**config.mk**
```make
export PLATFORM = sky130hd
export DESIGN_NAME = lsu_sram_ctrl
export DESIGN_NICKNAME = d
export VERILOG_FILES = /design/src/rtl/lsu_sram_ctrl.sv
export SDC_FILE = /design/constraint.sdc
export NUM_CORES = 1
export LEC_CHECK = 0
export BUFFER_PORTS_ARGS = -buffer_cell sky130_fd_sc_hd__buf_2
export CORE_UTILIZATION = 60
export CTS_BUF_LIST = sky130_fd_sc_hd__clkbuf_4
export DETAILED_ROUTE_END_ITERATION = 7
export PLACE_DENSITY = 0.88
export SLEW_MARGIN = 20
export SYNTH_ARGS = -nofsm -noshare
export SYNTH_HDL_FRONTEND = slang
export SYNTH_SLANG_ARGS = --single-unit
```
**constraint.sdc**
```tcl
create_clock -name clk -period 6.3 [get_ports clk]
set_input_delay 1.575 -clock clk [delete_from_list [all_inputs] [get_ports clk]]
set_output_delay 1.575 -clock clk [all_outputs]
set_load 0.02 [all_outputs]
```
**src/rtl/lsu_sram_ctrl.sv**
```systemverilog
// Load/store sequencer in front of a byte-per-location SRAM: loads gather one byte per cycle,
// stores are issued as a single masked write followed by a settle cycle. One response per request.
module lsu_sram_ctrl #(
    parameter int ADDR_WIDTH = 13,
    parameter int DATA_WIDTH = 32,
    parameter int NUM_WMASKS = 4
) (
    input  logic                  clk,
    input  logic                  rst,
    input  logic                  req_valid,
    output logic                  req_ready,
    input  logic                  req_we,
    input  logic [1:0]            req_size,
    input  logic                  req_unsigned,
    input  logic [ADDR_WIDTH-1:0] req_addr,
    input  logic [DATA_WIDTH-1:0] req_wdata,
    output logic                  rsp_valid,
    output logic [DATA_WIDTH-1:0] rsp_rdata,
    output logic                  rsp_err,
    output logic                  mem_csb,
    output logic                  mem_web,
    output logic [NUM_WMASKS-1:0] mem_wmask,
    output logic [ADDR_WIDTH-1:0] mem_addr,
    output logic [DATA_WIDTH-1:0] mem_din,
    input  logic [DATA_WIDTH-1:0] mem_dout
);

    typedef enum logic [2:0] {IDLE, RD, WR, WSETTLE, RSP} state_t;

    state_t                state, state_nxt;
    logic [ADDR_WIDTH-1:0] base;
    logic [1:0]            size_q, cnt, last, req_last;
    logic                  uns_q, err_q;
    logic [DATA_WIDTH-1:0] wdata_q, asm_q, asm_nxt, ext;
    logic [ADDR_WIDTH-1:0] addr_hold;
    logic [DATA_WIDTH-1:0] din_hold;
    logic [ADDR_WIDTH:0]   end_addr;
    logic                  accept, req_err, sign_bit;
    logic                  unused_dout;

    assign unused_dout = ^mem_dout[DATA_WIDTH-1:8];
    assign accept      = req_valid && req_ready;

    always_comb begin
        case (req_size)
            2'd0:    req_last = 2'd0;
            2'd1:    req_last = 2'd1;
            default: req_last = 2'd3;
        endcase
        case (size_q)
            2'd0:    last = 2'd0;
            2'd1:    last = 2'd1;
            default: last = 2'd3;
        endcase
    end

    // Carry out of the last-byte address means the access would run off the top of the SRAM.
    assign end_addr = {1'b0, req_addr} + (ADDR_WIDTH+1)'(req_last);
    assign req_err  = (req_size == 2'd3) || end_addr[ADDR_WIDTH];

    always_comb begin
        asm_nxt = asm_q;
        asm_nxt[int'(cnt)*8 +: 8] = mem_dout[7:0];
        ext = asm_nxt;
        case (size_q)
            2'd0: begin
                sign_bit = ~uns_q & asm_nxt[7];
                ext = {{(DATA_WIDTH-8){sign_bit}}, asm_nxt[7:0]};
            end
            2'd1: begin
                sign_bit = ~uns_q & asm_nxt[15];
                ext = {{(DATA_WIDTH-16){sign_bit}}, asm_nxt[15:0]};
            end
            default: sign_bit = 1'b0;
        endcase
    end

    always_comb begin
        state_nxt = state;
        req_ready = (state == IDLE);
        rsp_valid = (state == RSP);
        rsp_err   = (state == RSP) && err_q;
        mem_csb   = 1'b1;
        mem_web   = 1'b0;
        mem_wmask = '0;
        mem_addr  = addr_hold;
        mem_din   = din_hold;
        case (state)
            IDLE: begin
                if (accept) begin
                    if (req_err)     state_nxt = RSP;
                    else if (req_we) state_nxt = WR;
                    else             state_nxt = RD;
                end
            end
            RD: begin
                mem_csb  = 1'b0;
                mem_addr = base + ADDR_WIDTH'(cnt);
                if (cnt == last) state_nxt = RSP;
            end
            WR: begin
                mem_csb  = 1'b0;
                mem_web  = 1'b1;
                mem_addr = base;
                mem_din  = wdata_q;
                for (int i = 0; i < NUM_WMASKS; i++) mem_wmask[i] = (i <= int'(last));
                state_nxt = WSETTLE;
            end
            WSETTLE: state_nxt = RSP;
            RSP:     state_nxt = IDLE;
            default: state_nxt = IDLE;
        endcase
    end

    always_ff @(posedge clk) begin
        if (rst) begin
            state     <= IDLE;
            base      <= '0;
            size_q    <= '0;
            uns_q     <= 1'b0;
            err_q     <= 1'b0;
            wdata_q   <= '0;
            asm_q     <= '0;
            cnt       <= '0;
            rsp_rdata <= '0;
            addr_hold <= '0;
            din_hold  <= '0;
        end else begin
            state     <= state_nxt;
            addr_hold <= mem_addr;
            din_hold  <= mem_din;
            if (accept) begin
                base    <= req_addr;
                size_q  <= req_size;
                uns_q   <= req_unsigned;
                err_q   <= req_err;
                wdata_q <= req_wdata;
                asm_q   <= '0;
                cnt     <= '0;
            end
            if (state == RD) begin
                asm_q <= asm_nxt;
                cnt   <= cnt + 2'd1;
                if (cnt == last) rsp_rdata <= ext;
            end
        end
    end

endmodule

```
==> impl_metrics.tcl <==
set metrics [dict create \
    layout-drive-gt1-share_pct 19.98 \
    synth_fp_nets 986 \
    status "completed" \
    stdcell_area_sq_um 8009 \
    wl_per_cell_um 15.28 \
    synth_warnings 0 \
    dp.cells 1117 \
    grt_pass1_vias 5952 \
    period_share_pct 77.25 \
    rsz0062_at_grt "no" \
    area_delta_synth_final_pct 13.39 \
    timing.slew.headroom_pct 30.83 \
    ys_ff_latch 163 \
    ys.flop_type "dfxtp_1" \
    grt_antenna_before_repair 0 \
    setup_viol 0 \
    peakVddDrop_mv 0.2699 \
    syn_area_sq_um 7063 \
    totalPowerFinal_mw 2.132 \
    min_period_ps 4867 \
    numCtsBuffers 17 \
    worstPathArrival_ps 3290 \
    cts_max_path_buffers 2 \
    ctsHoldBuffers 0 \
    finClkSkew_ps 15.57 \
    cts-root-buf "clkbuf_4" \
    fin_cells 1149 \
    hold_path_class "reg -> reg" \
    worstSetupEndpointType "primary output" \
    power_density_nw_per_um2 266.2 \
    placed_area_sq_um 7720 \
    p_leak_nw 3.410 \
    ff2ff_path_depth 6 \
    drt_wl_total_um 17550 \
    cp.buffers_inverters 2 \
    worst_pin_slew_ps 1036 \
    first_pass_iters 5 \
    hold_violations 0 \
    place.gp.congestion 0.8589 \
    max_cap_violations 0 \
    portBuffers 145 \
    worstPathCellList "or3b_1 -> inv_2 -> nor2_1 -> a21oi_1 -> a21bo_2 -> buf_2" \
    syn_area_per_cell_sq_um 7.900 \
    crit_required_ps 4720 \
    drtIter0Drc 646 \
    ant_nets 0 \
    clock_sinks 163 \
    die_w_um 110.5 \
    cts_resized 0 \
    worst-path-stages 6 \
    max_freq_mhz 205.5 \
    die_y_um 110.5 \
    route.vias.total 6577 \
    grt_remaining_overflow 0 \
    drc 0 \
    htree_num_levels 4 \
    crit_path_max_fanout 42 \
    grt_pass1_wl_um 29040 \
    grtUsageTotal_pct 29.26 \
    start_kind "flop" \
    ys_types 59 \
    setup_tns_ps 0 \
    hold_depth 2 \
    rows 39 \
    n_antenna_cell 0 \
    dp_hpwl_um 11030 \
    post_cts_buffers 0 \
    maxSlewViolCount 0 \
    synth_edf_count 0 \
    core_area_sq_um 11470 \
    ys_async_sr_fraction_pct 0 \
    clkSlewWorstSetupHoldPaths_ps 130 \
    ys_seq_area_share_pct 46.20 \
    synthCells 894 \
    cts_tree "done" \
    die_area_sq_um 12210 \
    clock_latency_ps 570 \
    crit_slowest_cell "dfxtp_1" \
    grt_max_degree 91 \
    path_class "reg -> out" \
    final_util_pct 69.84 \
    drt-vias-per-instance 5.724 \
    critPathTopFamily "simple AND/OR/NAND/NOR gates" \
    ios 170 \
    nets 1085 \
    crit_path_max_incr_delay_ps 680 \
    start_util_pct 61.59 \
]
==> registers in the layout, indices dropped and copies added, names as in the netlist <==
register   count
state          3
cnt            2
rsp_rdata     32
addr_hold     13
din_hold      32
err_q          1
asm_q         32
wdata_q       32
size_q         2
uns_q          1
base          13
==> placed cells by master (no fill, tap or decap), drive strengths merged, types with 3 or more instances in the layout <==
cell      netlist  layout
a211oi         29      29
a21o            3       3
a21oi         123     123
a22o           16      16
a22oi          34      34
a31oi           6       6
and2            5       5
buf            27     152
clkbuf         45      19
clkinv          0       5
clkinvlp        0       4
dfxtp         163     163
ha              7       7
inv            31      33
nand2         237     237
nand2b          5       5
nand3           7       7
nand4           5       5
nor2           42      42
nor2b           8       8
nor3           22      22
nor3b           4       4
nor4            5       5
nor4bb          4       4
o211ai          4       4
o21ai          10      10
o22ai          15      15
==> report_power, final <==
group	total, mW	switching, mW	internal [mW]
Sequential	1.13	0.0478	1.09
Combinational	0.385	0.263	0.122
Clock	0.612	0.369	0.243
Total	2.13	0.680	1.45
==> path summary, 6_finish.rpt <==
path	startpoint	to	slack, ps
max reg2reg	cnt[0]	rsp_rdata[26]	3300
min	wdata_q[30]	wdata_q[30]	460
min reg2reg	wdata_q[30]	wdata_q[30]	460
max	state[1]	mem_addr[8]	1430
==> cell type report <==
type | count | area (sq um)
inverters | 31 | 116.4
repair buffers | 152 | 780.7
fillers | 945 | 3458
clock inverters | 13 | 133.9
flip-flops and latches | 163 | 3263
clock buffers | 19 | 142.6
multi-input cells | 628 | 3393
well taps | 143 | 178.9
==> cell usage after synthesis, types with 5 or more instances <==
library cell / instances / share of area [%]
a211oi_1: 27 / 2.9
a21oi_1: 123 / 8.7
nor3_1: 21 / 1.5
inv_1: 30 / 1.6
nand2b_1: 5 / 0.44
nor2b_1: 8 / 0.71
a31oi_1: 6 / 0.53
o21ai_0: 10 / 0.71
nand4_1: 5 / 0.44
nand2_1: 237 / 13
o22ai_1: 15 / 1.3
a22oi_1: 34 / 3.6
clkbuf_1: 45 / 2.4
buf_2: 20 / 1.4
nand3_1: 7 / 0.50
ha_1: 7 / 1.2
nor4_1: 5 / 0.44
a22o_1: 16 / 2.0
dfxtp_1: 163 / 46
nor2_1: 42 / 2.2
and2_1: 5 / 0.44
==> metrics by stage <==
stage	worst slack [ps]	hold slack (ps)
CTS	1403	464.5
detailed placement	2050	446.5
finish	1433	463.6
global placement	2062	442.2
floorplan	2960	436.6
global route	1158	476.3
==> routing by layer <==
metal | vias to the layer above | wire length (um) | global-route usage [%]
met5 | - | 0 | 0
met4 | 0 | 362 | 12.36
met1 | 3025 | 7828 | 38.28
met2 | 238 | 8113 | 46.17
li1 | 3283 | - | -
met3 | 31 | 1247 | 7.135
==> tightest hold or removal path, cell delays in order, from the launching register on <==
cell and delay (ps):
dfxtp_1 330, nand2_1 50, a21oi_1 50
==> kinds of logic after synthesis <==
family | Yosys count | share of synthesized area [%]
buffers and inverters | 103 | 6.200
adder cells (fa/ha/maj) | 8 | 1.523
multiplexers | 2 | 0.3011
flip-flops | 163 | 46.20
XOR/XNOR | 1 | 0.1240
AO/OA/AOI/OAI | 259 | 23.54
AND/OR/NAND/NOR | 358 | 22.11
Power figures use the tool's default switching activity.
